[src/rtl/evt2_byte_packer.sv]
// Packs a UART byte stream into 32-bit little-endian EVT2 words behind a small
// first-word-fall-through buffer, with an inter-byte timeout and overflow drop counting.
module evt2_byte_packer #(
   parameter int CLK_FREQ_HZ     = 12_000_000,
   parameter int BYTE_TIMEOUT_US = 100,
   parameter int OUT_DEPTH       = 4,
   parameter int STAT_BITS       = 8
) (
   input  logic                         clk,
   input  logic                         rst,
   input  logic [7:0]                   rx_byte,
   input  logic                         rx_valid,
   input  logic                         flush,
   output logic [31:0]                  word_out,
   output logic                         word_valid,
   input  logic                         word_ready,
   output logic [1:0]                   byte_phase,
   output logic [$clog2(OUT_DEPTH):0]   buf_level,
   output logic [STAT_BITS-1:0]         drop_count,
   output logic [STAT_BITS-1:0]         timeout_count
);

   localparam int TO_CYC = CLK_FREQ_HZ / 1_000_000 * BYTE_TIMEOUT_US;
   localparam int TW     = (TO_CYC > 1) ? $clog2(TO_CYC) : 1;
   localparam int AW     = $clog2(OUT_DEPTH);
   localparam int LW     = AW + 1;
   localparam logic [TW-1:0]        TO_LAST  = TW'(TO_CYC - 1);
   localparam logic [LW-1:0]        LVL_FULL = LW'(OUT_DEPTH);
   localparam logic [STAT_BITS-1:0] STAT_MAX = {STAT_BITS{1'b1}};

   typedef enum logic [0:0] {
      IDLE    = 1'b0,
      COLLECT = 1'b1
   } state_t;

   state_t                 state_r;
   logic [1:0]             phase_r;
   logic [23:0]            part_r;
   logic [TW-1:0]          to_cnt_r;
   logic [31:0]            mem_r [OUT_DEPTH];
   logic [AW-1:0]          rd_ptr_r;
   logic [AW-1:0]          wr_ptr_r;
   logic [LW-1:0]          count_r;
   logic [31:0]            word_out_r;
   logic                   word_valid_r;
   logic [STAT_BITS-1:0]   drop_r;
   logic [STAT_BITS-1:0]   tout_r;

   logic                   timeout_s;
   logic                   push_s;
   logic                   pop_s;
   logic                   full_s;
   logic                   push_ok_s;
   logic                   drop_s;
   logic [31:0]            new_word_s;
   logic [AW-1:0]          rd_nxt_s;
   logic [LW-1:0]          count_nxt_s;
   logic [31:0]            head_nxt_s;

   // Next-state decode for the assembler and the output buffer
   always_comb begin
      timeout_s   = (state_r == COLLECT) && !rx_valid && !flush && (to_cnt_r == TO_LAST);
      push_s      = rx_valid && !flush && (phase_r == 2'd3);
      new_word_s  = {rx_byte, part_r};
      pop_s       = word_valid_r && word_ready && !flush;
      full_s      = (count_r == LVL_FULL);
      push_ok_s   = push_s && (!full_s || pop_s);
      drop_s      = push_s && full_s && !pop_s;
      rd_nxt_s    = pop_s ? (rd_ptr_r + AW'(1)) : rd_ptr_r;
      case ({push_ok_s, pop_s})
         2'b10:   count_nxt_s = count_r + LW'(1);
         2'b01:   count_nxt_s = count_r - LW'(1);
         default: count_nxt_s = count_r;
      endcase
      // A word pushed into a buffer that is (or becomes) empty is the next head
      if (push_ok_s && (wr_ptr_r == rd_nxt_s)) begin
         head_nxt_s = new_word_s;
      end else begin
         head_nxt_s = mem_r[rd_nxt_s];
      end
   end

   // Buffer storage; no reset needed since pointers and count gate every read
   always_ff @(posedge clk) begin
      if (!rst && push_ok_s) begin
         mem_r[wr_ptr_r] <= new_word_s;
      end
   end

   // Assembler FSM, timeout, buffer pointers, registered outputs and statistics
   always_ff @(posedge clk) begin
      if (rst) begin
         state_r      <= IDLE;
         phase_r      <= 2'd0;
         part_r       <= 24'd0;
         to_cnt_r     <= '0;
         rd_ptr_r     <= '0;
         wr_ptr_r     <= '0;
         count_r      <= '0;
         word_out_r   <= 32'd0;
         word_valid_r <= 1'b0;
         drop_r       <= '0;
         tout_r       <= '0;
      end else if (flush) begin
         state_r      <= IDLE;
         phase_r      <= 2'd0;
         part_r       <= 24'd0;
         to_cnt_r     <= '0;
         rd_ptr_r     <= '0;
         wr_ptr_r     <= '0;
         count_r      <= '0;
         word_out_r   <= 32'd0;
         word_valid_r <= 1'b0;
      end else begin
         case (state_r)
            IDLE: begin
               to_cnt_r <= '0;
               if (rx_valid) begin
                  state_r      <= COLLECT;
                  phase_r      <= 2'd1;
                  part_r       <= {16'd0, rx_byte};
               end
            end
            COLLECT: begin
               if (rx_valid) begin
                  to_cnt_r <= '0;
                  if (phase_r == 2'd3) begin
                     state_r <= IDLE;
                     phase_r <= 2'd0;
                     part_r  <= 24'd0;
                  end else begin
                     phase_r <= phase_r + 2'd1;
                     case (phase_r)
                        2'd1:    part_r[15:8]  <= rx_byte;
                        2'd2:    part_r[23:16] <= rx_byte;
                        default: part_r        <= part_r;
                     endcase
                  end
               end else if (timeout_s) begin
                  state_r  <= IDLE;
                  phase_r  <= 2'd0;
                  part_r   <= 24'd0;
                  to_cnt_r <= '0;
               end else begin
                  to_cnt_r <= to_cnt_r + TW'(1);
               end
            end
            default: begin
               state_r  <= IDLE;
               phase_r  <= 2'd0;
               part_r   <= 24'd0;
               to_cnt_r <= '0;
            end
         endcase

         if (push_ok_s) begin
            wr_ptr_r <= wr_ptr_r + AW'(1);
         end
         rd_ptr_r     <= rd_nxt_s;
         count_r      <= count_nxt_s;
         word_valid_r <= (count_nxt_s != '0);
         // Hold the presented word steady while nothing new reaches the head
         if (count_nxt_s != '0) begin
            word_out_r <= head_nxt_s;
         end

         if (drop_s && (drop_r != STAT_MAX)) begin
            drop_r <= drop_r + STAT_BITS'(1);
         end
         if (timeout_s && (tout_r != STAT_MAX)) begin
            tout_r <= tout_r + STAT_BITS'(1);
         end
      end
   end

   assign word_out      = word_out_r;
   assign word_valid    = word_valid_r;
   assign byte_phase    = phase_r;
   assign buf_level     = count_r;
   assign drop_count    = drop_r;
   assign timeout_count = tout_r;

endmodule
[config.mk]
export PLATFORM = sky130hd
export DESIGN_NAME = evt2_byte_packer
export DESIGN_NICKNAME = d
export VERILOG_FILES = /design/src/rtl/evt2_byte_packer.sv
export SDC_FILE = /design/constraint.sdc
export NUM_CORES = 1
export LEC_CHECK = 0
export CORE_MARGIN = 8
export CORE_UTILIZATION = 40
export CTS_CLUSTER_SIZE = 30
export DETAILED_ROUTE_END_ITERATION = 16
export GPL_ROUTABILITY_DRIVEN = 0
export SLEW_MARGIN = 0
export SYNTH_ARGS = -nofsm -noshare
export SYNTH_HDL_FRONTEND = slang
export SYNTH_SLANG_ARGS = --single-unit
[constraint.sdc]
create_clock -name clk -period 3.26 [get_ports clk]
set_input_delay 0.652 -clock clk [delete_from_list [all_inputs] [get_ports clk]]
set_output_delay 0.652 -clock clk [all_outputs]
set_load 0.02 [all_outputs]
==> out/qor.txt, run 1 <==
GLOBAL ROUTE
--------------------------------------------------------------------------------------------------------
Number of global-route vias before repair                                                           7270
Overall fraction of global-route tracks in use                                                     16.9%
Number of antenna violations at the first check in global routing                                      0
Global-route congestion overflow total                                                                 0
Pin count of the biggest net entering global routing                                                  72
First-pass GRT wire length                                                                      41400 µm

MIN PATH
--------------------------------------------------------------------------------------------------------
Min-delay worst type                                                                             reg2reg

PLACED DESIGN
--------------------------------------------------------------------------------------------------------
IO Port Bufs                                                                                          66
Placed Instances                                                                                    1234
Detailed placer's ending HPWL                                                                   14500 µm

LAYOUT
--------------------------------------------------------------------------------------------------------
Share of post-route cells with drive strength above 1                                              11.8%
Area grow syn2layout                                                                               20.2%
# nets final                                                                                         957
Antenna diode count                                                                                    0
Most common cell after layout, fill and taps aside                                          sky130_fd_sc_hd__edfxtp_1
Commonest non-fill, non-tap cells in the layout                                             sky130_fd_sc_hd__edfxtp_1 (128), sky130_fd_sc_hd__dfxtp_1 (92), sky130_fd_sc_hd__nor2_1 (91)
Post-Layout Cell Count                                                                              1282

TIMING
--------------------------------------------------------------------------------------------------------
Period utilization                                                                                 92.7%
Final number of hold-violating endpoints                                                               0
Final setup violation count                                                                            0
Highest Clock Rate                                                                               331 MHz
Post-route minimum period                                                                        3.02 ns
Slew at the pin closest to its max-slew limit                                                   0.964 ns
Setup Skew                                                                                     0.0182 ns
RSZ-0062 raised after global routing                                                               false
Worst max-slew margin expressed relative to the limit                                              35.7%
Count of final max-slew check failures                                                                 0

DRT
--------------------------------------------------------------------------------------------------------
Starting DRT DRC Count                                                                               715
Via count normalized by instance count                                                              5.78
Wire length per cell                                                                             20.5 µm
Total vias in the final route                                                                       7414
Remaining number of nets flagged by the antenna check after routing                                    0
Max layer used                                                                                      met4
DRT Pass-1 Iters                                                                                       6
Remaining DRCs                                                                                         0
DR WL met2                                                                                      11500 µm
Met3 wirelength from detailed routing                                                            1640 µm
Length of routed wiring on met1                                                                 12500 µm
Total wirelength of the detailed-routed design                                                  26300 µm

POWER
--------------------------------------------------------------------------------------------------------
Static leakage power                                                                          0.00368 µW
Clock power share                                                                                  49.3%
Overall power consumption                                                                        6020 µW
Worst IR Drop VDD                                                                                 269 µV
Logic gate share of total power                                                                     1.6%
Net switching power figure                                                                       1200 µW
Internal Dissipation                                                                             4820 µW
Total power per unit cell area                                                                502 mW/mm²
Switching share of total power                                                                     19.9%
Proportion of power drawn by flip-flops and latches                                                49.1%

FLOORPLANNING
--------------------------------------------------------------------------------------------------------
Top-Level Pins                                                                                        67
Chip Width                                                                                        174 µm
Die Area                                                                                      0.0303 mm²
Num rows                                                                                              58
Effective utilization at floorplan                                                                 40.2%
Height of the chip                                                                                174 µm
Floorplan core area                                                                           0.0248 mm²

YOSYS
--------------------------------------------------------------------------------------------------------
Part of the Yosys area used for sequential elements                                                57.4%
Share of synthesized flip-flops with an asynchronous set or reset                                     0%
Leading cell types by total area after synthesis                                            sky130_fd_sc_hd__edfxtp_1 (39%), sky130_fd_sc_hd__dfxtp_1 (19%), sky130_fd_sc_hd__o31ai_1 (4.8%)
Average instance area after synthesis                                                           11.2 µm²
Post-synth EDFFs                                                                                     128
Predominant post-synthesis flop cell                                                        sky130_fd_sc_hd__edfxtp_1
Post-synth net total                                                                                 915
Post-synthesis cell count                                                                            890
Fraction of post-synthesis cell area in the top cell type by area                                  38.5%
Number of distinct library cells after synthesis                                                      48
Synth Register Bits                                                                                  222
Count of warnings emitted by yosys                                                                     0
Cell type with the highest aggregate area in the netlist                                    sky130_fd_sc_hd__edfxtp_1
Post-synthesis cell area                                                                     0.00998 mm²

WORST SETUP PATH
--------------------------------------------------------------------------------------------------------
Worst setup EP type                                                                            flip-flop
Setup Crit Path Kind                                                                              in2reg
Required time of the worst setup path                                                            3.71 ns
Largest fanout on the critical path                                                                   33
Signal arrival time at the worst endpoint                                                        3.47 ns
Launching element type of the critical path                                                 primary input

CLOCK NETWORK
--------------------------------------------------------------------------------------------------------
Number of H-tree levels                                                                                1
Root buffer cell                                                                            sky130_fd_sc_hd__clkbuf_16
Post-CTS clock slew at the launch and capture registers of the worst setup and hold paths        0.06 ns
Cts bufs inserted                                                                                     26
Clock latency reported for the late side of the worst-skew pair                                  0.52 ns
Clk buf depth                                                                                          3
CTS sink cnt                                                                                         222
TritonCTS clock tree                                                                                done

FLOW RUN
--------------------------------------------------------------------------------------------------------
Max_cap viols                                                                                          0

STATUS
--------------------------------------------------------------------------------------------------------
Status                                                                                      complete, no violations

## kinds of logic after synthesis
group / Yosys count / share of synthesized area [%]
compound gates: 235 / 17.2
xor+xnor: 29 / 2.55
fa+ha+maj: 12 / 1.58
buf+inv: 89 / 3.44
flops: 222 / 57.4
mux: 33 / 3.71
simple gates: 270 / 14.1
## sequential cells by signal, summed over array words and instances (netlist names)
name,cells
buf_level,3
rd_ptr_r,2
timeout_count,8
part_r,24
mem_r,128
state_r,1
word_out,32
wr_ptr_r,2
to_cnt_r,11
byte_phase,2
drop_count,8
word_valid,1
## repair_timing
| action | 4_1_cts | 5_1_grt |
|---|---|---|
| hold buffers | 0 | 0 |
| endpoints found under the hold margin | 0 | 0 |
| resized for setup | 0 | 1 |
| setup endpoints to repair | 0 | 9 |
| buffers inserted | 0 | 0 |
## power groups by stage
stage | sequential (µW) | clock [µW] | combinational (µW)
2_1_floorplan | 3010 | 0 | 35.1
3_3_place_gp | 3010 | 0 | 93.7
3_5_place_dp | 3010 | 0 | 94.8
4_1_cts | 2950 | 3030 | 95.2
5_1_grt | 2950 | 3140 | 102
6_report | 2950 | 2970 | 95.2
## critical path, stage by stage
cell,delay [ns]
sky130_fd_sc_hd__clkdlybuf4s50_1,0.46
sky130_fd_sc_hd__nand3b_1,0.21
sky130_fd_sc_hd__a31oi_2,0.20
sky130_fd_sc_hd__inv_1,0.06
sky130_fd_sc_hd__ha_1,0.23
sky130_fd_sc_hd__fa_1,0.38
sky130_fd_sc_hd__xnor2_1,0.15
sky130_fd_sc_hd__or3_1,0.39
sky130_fd_sc_hd__a31oi_4,0.21
sky130_fd_sc_hd__buf_12,0.24
sky130_fd_sc_hd__o31ai_1,0.11
sky130_fd_sc_hd__o2bb2ai_1,0.16
## area by class of cell
| cell class | count | area, µm² |
|---|---|---|
| clock buffers | 39 | 793 |
| clock inverters | 9 | 100 |
| fillers | 2249 | 12800 |
| inverters | 10 | 37.5 |
| multi-input cells | 579 | 3940 |
| flip-flops and latches | 222 | 5730 |
| well taps | 330 | 413 |
| repair buffers | 93 | 976 |
## routing by layer
metal  vias to the layer above  GRT usage, %
li1                       3500             -
met1                      3640          23.9
met2                       229          25.5
met3                        45          3.95
met4                         0          4.52
met5                         -             0
## cell usage after synthesis, types with 2 or more instances
library cell,count
sky130_fd_sc_hd__a21oi_1,14
sky130_fd_sc_hd__a22oi_1,49
sky130_fd_sc_hd__a31oi_1,2
sky130_fd_sc_hd__and2_1,7
sky130_fd_sc_hd__and3_1,5
sky130_fd_sc_hd__buf_1,11
sky130_fd_sc_hd__clkbuf_1,66
sky130_fd_sc_hd__dfxtp_1,94
sky130_fd_sc_hd__edfxtp_1,128
sky130_fd_sc_hd__ha_1,11
sky130_fd_sc_hd__inv_1,9
sky130_fd_sc_hd__mux2_2,32
sky130_fd_sc_hd__nand2_1,22
sky130_fd_sc_hd__nand2b_1,2
sky130_fd_sc_hd__nand3_1,9
sky130_fd_sc_hd__nand3b_1,10
sky130_fd_sc_hd__nand4_1,4
sky130_fd_sc_hd__nor2_1,92
sky130_fd_sc_hd__nor3_1,66
sky130_fd_sc_hd__nor3b_1,34
sky130_fd_sc_hd__nor4_1,4
sky130_fd_sc_hd__nor4_2,3
sky130_fd_sc_hd__o21ai_0,34
sky130_fd_sc_hd__o21ai_1,4
sky130_fd_sc_hd__o221ai_1,32
sky130_fd_sc_hd__o2bb2ai_1,32
sky130_fd_sc_hd__o31ai_1,64
sky130_fd_sc_hd__or2_1,2
sky130_fd_sc_hd__or4b_1,2
sky130_fd_sc_hd__xnor2_1,22
sky130_fd_sc_hd__xor2_1,7
## worst paths after layout
path	from	end	slack [ns]	cells after the start
worst max-delay path	flush	word_out[27]	0.24	12
worst min-delay path	to_cnt_r[0]	to_cnt_r[0]	0.45	1
worst max register to register	byte_phase[0]	word_out[27]	0.26	12
worst min register to register	to_cnt_r[0]	to_cnt_r[0]	0.45	1
## metrics by stage
stage / utilization (%) / cell area (µm²) / setup WS (ns) / TNS [ns] / hold WS, ns
after global routing: 48.3 / 12000 / 0.0127 / 0 / 0.473
after detailed placement: 44.7 / 11100 / -0.280 / -8.29 / 0.435
after global placement: 44.7 / 11100 / -0.212 / -6.38 / 0.428
after floorplan: - / 9980 / 0.0195 / 0 / 0.413
after CTS: 48.3 / 12000 / 0.239 / 0 / 0.447
final: 48.3 / 12000 / 0.236 / 0 / 0.447
(Power assumes the default switching activity.)
==> inputs of run 2 (changes only) <==
- PLACE_DENSITY: default -> 0.64
==> run 2 against run 1 <==
Compared with the run above:
- final cell count shrank 0.16%
- non-clock buffer count grew 2
- largest power group is now sequential cells
- critical endpoint is now word_out[13]
- wire length shrank 3.1%
==> out/qor.txt, run 2 (synthesized netlist as in run 1, its figures left out) <==
STATUS
--------------------------------------------------------------------------------------------------------
Status                                                                                      complete, no violations

LAYOUT
--------------------------------------------------------------------------------------------------------
Share of post-route cells with drive strength above 1                                              11.4%   -0.40 points
Register name with the most flops                                                                  mem_r
Antenna diode count                                                                                    0   unchanged
Flip-flop count of the largest register after layout                                                 128   unchanged
Commonest non-fill, non-tap cells in the layout                                             sky130_fd_sc_hd__edfxtp_1 (128), sky130_fd_sc_hd__dfxtp_1 (92), sky130_fd_sc_hd__nor2_1 (91)
Most common cell after layout, fill and taps aside                                          sky130_fd_sc_hd__edfxtp_1
# nets final                                                                                         957   unchanged
Final Instance Area                                                                           0.0119 mm²   -0.70%
Post-Layout Cell Count                                                                              1280   -0.16%
Area grow syn2layout                                                                               19.3%

WORST SETUP PATH
--------------------------------------------------------------------------------------------------------
Required time of the worst setup path                                                            3.70 ns   about the same
Setup Crit Path Kind                                                                              in2reg
Largest fanout on the critical path                                                                   33   unchanged
Endpoint of the worst-slack reg-to-reg timing path                                          word_out[13]
Worst setup EP type                                                                            flip-flop
Library cell contributing the largest single delay on the critical path                     sky130_fd_sc_hd__clkdlybuf4s50_1
Setup slack, reg-to-reg                                                                          0.30 ns   +0.04 ns
Launching element type of the critical path                                                 primary input
Signal arrival time at the worst endpoint                                                        3.41 ns   -0.06 ns
Last element of the critical path                                                           word_out[13]
Register-to-Register Path Depth                                                                       12   unchanged
Cell breakdown of the critical path                                                         clkdlybuf4s50_1 > nand3b_1 > a31oi_2 > inv_1 > ha_1 > fa_1 > xnor2_1 > or3_1 > a31oi_4 > buf_12 > o31ai_1 > o2bb2ai_1
Origin of the critical flop-to-flop path                                                    byte_phase[0]
Highest cell delay on the worst timing path                                                      0.43 ns   -0.03 ns
Launching element of the worst setup path                                                          flush

TIMING
--------------------------------------------------------------------------------------------------------
Worst max-slew margin expressed relative to the limit                                              42.2%   +6.4 points
Setup total negative slack                                                                          0 ns   unchanged
Period utilization                                                                                 91.3%   -1.4 points
Highest Clock Rate                                                                               336 MHz   +1.6%
Slew at the pin closest to its max-slew limit                                                   0.867 ns   -0.0966 ns
Count of final max-slew check failures                                                                 0   unchanged
Post-route minimum period                                                                        2.98 ns   -0.0466 ns
Final setup violation count                                                                            0   unchanged
Setup Skew                                                                                    0.00801 ns   -0.0101 ns
Worst hold margin                                                                               0.447 ns   +0.000438 ns
RSZ-0062 raised after global routing                                                               false
Final number of hold-violating endpoints                                                               0   unchanged

CLOCK NETWORK
--------------------------------------------------------------------------------------------------------
Number of instances resized during post-cts repair                                                     0   unchanged
Hold-fix buffers, CTS                                                                                  0   unchanged
Number of H-tree levels                                                                                1   unchanged
Clock latency reported for the late side of the worst-skew pair                                  0.51 ns   about the same
CTS sink cnt                                                                                         222   unchanged
Cts bufs inserted                                                                                     24   -7.7%
Count of buffers added by post-CTS timing repair for setup                                             0   unchanged
Root buffer cell                                                                            sky130_fd_sc_hd__clkbuf_16
Post-CTS clock slew at the launch and capture registers of the worst setup and hold paths        0.06 ns   about the same
TritonCTS clock tree                                                                                done
Clk buf depth                                                                                          3   unchanged

FLOORPLANNING
--------------------------------------------------------------------------------------------------------
Height of the chip                                                                                174 µm   unchanged
Chip Width                                                                                        174 µm   unchanged
Num rows                                                                                              58   unchanged
Top-Level Pins                                                                                        67   unchanged
Die Area                                                                                      0.0303 mm²   unchanged
Floorplan core area                                                                           0.0248 mm²   unchanged
Effective utilization at floorplan                                                                 40.2%   unchanged

POWER
--------------------------------------------------------------------------------------------------------
Internal Dissipation                                                                             4670 µW   -3.0%
Net switching power figure                                                                       1130 µW   -5.5%
Proportion of power drawn by flip-flops and latches                                                50.9%   +1.8 points
Switching share of total power                                                                     19.5%   -0.42 points
Worst IR Drop VDD                                                                                 293 µV   +9.0%
Total power per unit cell area                                                                488 mW/mm²   -2.8%
Static leakage power                                                                          0.00365 µW   -0.85%
Logic gate share of total power                                                                     1.6%   about the same
Clock power share                                                                                  47.5%   -1.8 points

FLOW RUN
--------------------------------------------------------------------------------------------------------
Max_cap viols                                                                                          0   unchanged

PLACED DESIGN
--------------------------------------------------------------------------------------------------------
IO Port Bufs                                                                                          66   unchanged
Detailed placer's ending HPWL                                                                   14900 µm   +2.8%
Placed cell areas                                                                             0.0111 mm²   about the same
Placed Instances                                                                                    1236   +0.16%

GLOBAL ROUTE
--------------------------------------------------------------------------------------------------------
Global-route congestion overflow total                                                                 0   unchanged
Number of global-route vias before repair                                                           7263   -0.096%
Overall fraction of global-route tracks in use                                                     16.6%   -0.31 points
First-pass GRT wire length                                                                      40900 µm   -1.1%
Pin count of the biggest net entering global routing                                                  65   -9.7%
Number of antenna violations at the first check in global routing                                      0   unchanged

DRT
--------------------------------------------------------------------------------------------------------
Via count normalized by instance count                                                              5.80   +0.28%
Starting DRT DRC Count                                                                               541   -24%
Total wirelength of the detailed-routed design                                                  25400 µm   -3.1%
Remaining DRCs                                                                                         0   unchanged
Remaining number of nets flagged by the antenna check after routing                                    0   unchanged
Wire length per cell                                                                             19.9 µm   -2.9%
DRT Pass-1 Iters                                                                                       5   -1
Total vias in the final route                                                                       7423   +0.12%

MIN PATH
--------------------------------------------------------------------------------------------------------
Min-delay worst type                                                                             reg2reg
Min-Delay Startpoint                                                                         to_cnt_r[0]

run 2: cell count changes in the layout (fill, tap and decap cells not counted), moves of 2 or more:
| cell | previous run | this run |
|---|---|---|
| sky130_fd_sc_hd__clkbuf_16 | 29 | 25 |
| sky130_fd_sc_hd__buf_4 | 18 | 21 |
| sky130_fd_sc_hd__clkinv_1 | 2 | 5 |
| sky130_fd_sc_hd__clkbuf_1 | 7 | 5 |
run 2: area by class of cell:
type / instances / area (µm²)
fill: 2232 / 12900
sequential: 222 / 5730
multi-input combinational: 579 / 3940
timing repair buffer: 95 / 978
clock buffer: 33 / 686
tap: 330 / 413
clock inverter: 11 / 124
inverter: 10 / 37.5
run 2: metal layers:
metal / GRT usage (%) / wire length (µm) / up-vias
li1: - / - / 3504
met1: 22.1 / 11400 / 3672
met2: 27.4 / 11900 / 211
met3: 2.95 / 1520 / 36
met4: 4.38 / 566 / 0
met5: 0 / 0 / -
run 2: critical path: cells and delay by family:
| family | cells | cell delay (ns) |
|---|---|---|
| AND/OR/NAND/NOR | 2 | 0.59 |
| buffers and inverters | 3 | 0.71 |
| XOR/XNOR | 1 | 0.15 |
| AO/OA/AOI/OAI | 4 | 0.68 |
| adder cells (fa/ha/maj) | 2 | 0.61 |
run 2: worst min path at each step:
| stage | slack [ns] | cells after the start | end |
|---|---|---|---|
| after CTS | 0.45 | 1 | to_cnt_r[0] |
| final | 0.45 | 1 | to_cnt_r[0] |
| after global placement | 0.43 | 1 | to_cnt_r[0] |
| after detailed placement | 0.44 | 1 | to_cnt_r[0] |
| after floorplan | 0.41 | 1 | to_cnt_r[0] |
| after global routing | 0.48 | 1 | word_out[14] |
run 2: power by group through the flow:
stage                     sequential [µW]  combinational (µW)  clock (µW)
after floorplan                      3010                35.1           0
after global placement               3010                89.7           0
after detailed placement             3010                89.4           0
after CTS                            2950                89.6        2820
after global routing                 2950                96.2        2930
final                                2950                90.7        2760
run 2: through the flow:
step                power, µW  utilization (%)  setup slack (ns)
finish                   5810             48.0             0.283
global route             5980             48.0             0.136
CTS                      5860             48.0             0.322
detailed placement       3100             44.7            -0.218
global placement         3100             44.7            -0.139
floorplan                3050                -            0.0195
==> inputs of run 3 (changes only) <==
- SKIP_CTS_REPAIR_TIMING: default -> 1
==> results of run 3 <==
Same layout as run 2: the final DEF is identical, and so are final timing and power.
==> edit 1, RTL diff (config.mk and constraints of run 2) <==
Reset style: asynchronous (`rst`), changed in one clocked block.
--- a/src/rtl/evt2_byte_packer.sv
+++ b/src/rtl/evt2_byte_packer.sv
@@ -89,5 +89,5 @@
 
    // Assembler FSM, timeout, buffer pointers, registered outputs and statistics
-   always_ff @(posedge clk) begin
+   always_ff @(posedge clk or posedge rst) begin
       if (rst) begin
          state_r      <= IDLE;
Function: differs if rst is asserted again (counterexample within 4 cycles, from zero or initial values and one cycle with rst high); with rst held inactive, the same outputs for 4 cycles.
==> edit 1 against run 2 <==
Area after synthesis is 0.98% higher. Wire length down 2.8%. Design area up 2.0%. Sequential cell count is the same. Global-route usage shrank 0.66 points. Via count is 7.9% lower. Final cell count fell by 8.9%. Setup slack improved by 0.15 ns. Largest cell class unchanged.
Power is not compared: it rests on default switching activity, and its combinational part moved more than twofold at a synthesized area within 25%.
==> edit 1: results (changes against run 2) <==
PortBufs 66 (unchanged); Reg2Reg Depth 10 (-2); initial antenna violation count 0 (unchanged); Post-Syn Nets 773 (-16%); Layout Skew 0.02593 ns (+0.01792 ns); worst hold path class register to register; launching point of the worst reg2reg path byte_phase[0]; synth warn 0 (unchanged); synth unique cells 53 (+10%); post-cts resize count 0 (unchanged); first-pass GRT wire length 39160 um (-4.3%); CP max-delay cell dfrtp_1; dpl cells 1122 (-9.2%); dpl cell area 11340 um2 (+2.2%); Max transition margin 52.39% (+10 points); largest net degree at the start of global routing 73 (+12%); vias 6840 (-7.9%); Post-Syn Instances 749 (-16%); post-synthesis sequential area ratio 61.50% (+4.1 points); Max FO, Critical Path 13 (-61%); Biggest register mem_r; Worst-Margin Slew 0.7116 ns (-0.1559 ns); ranking of synthesized cells by area edfxtp_1 (38%), dfrtp_1 (23%), mux2_2 (7.0%); Clk Latency, worst-skew pair 0.52 ns; H-tree Lvls 1 (unchanged); Lkg Pwr 4.625 nW; async set or reset register ratio after synthesis 42.34% (+42 points); Reg2Reg Setup Slack 0.43 ns (+0.13 ns); WL final 24750 um (-2.8%); CTS root buf clkbuf_16; Total GRT Usage 15.91% (-0.66 points); Post-CTS Setup Inserts 0 (unchanged); Vias/cell 5.866 (+1.2%); hpwl dp 15150 um (+1.8%); synth cell count leaders edfxtp_1 (128), dfrtp_1 (94), mux2_2 (63); DR iter-0 viols 578 (+6.8%); Worst Setup EP word_out[21]; Largest stage delay, worst path 0.43 ns (about the same); status complete, no violations; Largest register FFs 128 (unchanged); Peak supply drop 355.8 uV; CTS Buf Count 24 (unchanged); # nets final 842 (-12%); TritonRoute pass-1 iters 9 (+4); delay-heaviest family, CP simple AND/OR/NAND/NOR gates; n_diodes 0 (unchanged); WP data arrival 3.28 ns (-0.13 ns); Worst Path Class, Setup register to register; clock-pin slew of the registers on the worst-case setup and hold paths 0.06 ns (about the same); Post-synth EDFFs 128 (unchanged); share of layout cells above drive strength 1 17.82% (+6.5 points); vias in the first global route 6868 (-5.4%)
-- edit 1: cell count changes in the layout (fill, tap and decap cells not counted), moves of 34 or more --
cell     change
dfxtp_1     -92
a22o_1      +46
nor2_1      -67
dfrtp_1     +92
nor3b_1     -34
nor3_1      -63
-- edit 1: worst min-delay path by stage --
stage	endpoint	startpoint	slack, ns	cells after the start
floorplan	to_cnt_r[0]	to_cnt_r[0]	0.45	1
global placement	to_cnt_r[0]	to_cnt_r[0]	0.48	1
detailed placement	drop_count[6]	drop_count[6]	0.48	1
CTS	drop_count[6]	drop_count[6]	0.49	1
global route	drop_count[6]	drop_count[6]	0.51	1
finish	drop_count[6]	drop_count[6]	0.49	1
-- edit 1: cell type report --
class | instances | area [um2]
Multi-Input combinational cell | 459 | 3590
Tap cell | 330 | 412.9
Sequential cell | 222 | 6198
Clock inverter | 12 | 147.6
Clock buffer | 32 | 661.9
Fill cell | 2217 | 12810
Timing Repair Buffer | 101 | 1099
Inverter | 10 | 41.29
-- edit 1: worst reg2reg max path, delay by kind of cell (launching register included) --
kind	cells	cell delay [ns]
and+or+nand+nor	5	1.04
adders and majority gates	2	0.70
DFF	1	0.43
AOI/OAI and AO/OA	2	0.37
buffers and inverters	1	0.24
-- edit 1: cell families after synthesis --
kind of cell,Yosys count,synth area share (%)
XOR/XNOR,28,2.434
AO/OA/AOI/OAI,195,15.96
buffers and inverters,68,3.005
flip-flops,222,61.50
adder cells (fa/ha/maj),11,1.441
multiplexers,65,7.265
AND/OR/NAND/NOR,160,8.396
-- edit 1: layer usage --
metal	wire [um]	GRT usage, %
met1	11140	21.48
met2	11630	25.84
met3	1437	2.849
met4	544	4.557
met5	0	0
-- edit 1: where the power goes --
| group | internal (mW) | switching, mW |
|---|---|---|
| clock network | 1.67 | 1.10 |
| logic | 0.142 | 0.200 |
| registers | 3.01 | 0.0421 |
| total | 4.82 | 1.34 |
-- edit 1: metrics by stage --
stage	setup WS (ns)	utilization, %
3_5_place_dp	0.01629	45.43
2_1_floorplan	0.003773	-
5_1_grt	0.2826	48.67
6_report	0.4341	48.67
3_3_place_gp	0.05594	45.43
4_1_cts	0.4420	48.67
==> edit 2, RTL diff (config.mk and constraints of run 2) <==
Made on the original files. `OUT_DEPTH`: 4 -> 8.
--- a/src/rtl/evt2_byte_packer.sv
+++ b/src/rtl/evt2_byte_packer.sv
@@ -4,5 +4,5 @@
    parameter int CLK_FREQ_HZ     = 12_000_000,
    parameter int BYTE_TIMEOUT_US = 100,
-   parameter int OUT_DEPTH       = 4,
+   parameter int OUT_DEPTH       = 8,
    parameter int STAT_BITS       = 8
 ) (
Ports: changed (resized buf_level); port bits go from 67 to 68. The function was not compared with the original's and may differ.
==> edit 2 against run 2 <==
Wire length rose by 57%. Setup slack improved by 0.17 ns. Area after synthesis rose by 62%. First-iteration DRC count rose by 54%. Count of clock-buffer cells in the layout rose by 22. Sequential cell count rose by 131. Combinational power rose by 18%. Design area rose by 59%. Power rose by 57%. Critical path type unchanged. Critical endpoint is now word_out[5]. Largest cell class unchanged. Highest routed layer unchanged.
==> edit 2: results (changes against run 2) <==
initial antenna violation count 1 (+1); Synth Area in Adders 0.6956% (-0.88 points); Synth Area in XOR/XNOR 1.894% (-0.65 points); Worst-Margin Slew 0.8823 ns (+0.01485 ns); Layout Skew 0.01206 ns (+0.004054 ns); post-synthesis mux area share 12.36% (+8.6 points); ranking of synthesized cells by area edfxtp_1 (47%), dfxtp_1 (12%), mux2i_1 (10%); Vias/cell 5.997 (+3.4%); Post-Place Setup Slack -0.1398 ns (+0.07802 ns); GRT met2 Usage 28.20% (+0.78 points); vias 10980 (+48%); DR iter-0 viols 831 (+54%); Largest register FFs 256 (+100%); status complete, no violations; WP data arrival 3.22 ns (-0.19 ns); CTS Buf Count 38 (+58%); first-pass GRT wire length 62830 um (+53%); DR WL met3 2351 um (+55%); Peak supply drop 346.6 uV (+18%); met2 wire len 19150 um (+60%); share of layout cells above drive strength 1 11.58% (+0.21 points); Max FO, Critical Path 134 (+310%); dpl cells 1760 (+42%); power per standard cell area 481.4 nW/um2 (-1.3%); P_int 7.325 mW (+57%); GR Layer Usage met1 21.46% (-0.59 points); synth cell count leaders edfxtp_1 (256), mux2i_1 (165), dfxtp_1 (97); dpl cell area 17700 um2 (+59%); met1 wire length 17760 um (+55%); met3 Use GR 3.037% (+0.087 points); largest net degree at the start of global routing 135 (+110%); # nets final 1297 (+36%); PortBufs 67 (+1.5%); Lkg Pwr 5.519 nW (+51%)
-- edit 2: final cells by class --
type | instances | area, um2 | area share (%)
Timing Repair Buffer | 110 | 1219 | 6.437
Clock inverter | 14 | 122.6 | 0.6477
Antenna cell | 2 | 5.005 | 0.02644
Inverter | 6 | 23.77 | 0.1256
Tap cell | 525 | 656.9 | 3.470
Clock buffer | 55 | 1106 | 5.842
Multi-Input combinational cell | 766 | 6166 | 32.57
Sequential cell | 353 | 9633 | 50.88
-- edit 2: critical path: stages --
cell and delay, ns:
clkdlybuf4s50_1 0.42, and3b_4 0.32, buf_12 0.41, a21boi_0 0.22, or4b_1 0.49, nand3_1 0.11
buf_4 0.12, a21oi_4 0.06, buf_12 0.18, a22o_1 0.21
-- edit 2: final timing paths --
check	from	to	slack, ns	cells past startpoint
setup / recovery	flush	word_out[5]	0.45	10
hold / removal	to_cnt_r[0]	to_cnt_r[0]	0.45	1
setup reg to reg	word_valid	word_out[5]	0.49	9
hold reg to reg	to_cnt_r[0]	to_cnt_r[0]	0.45	1
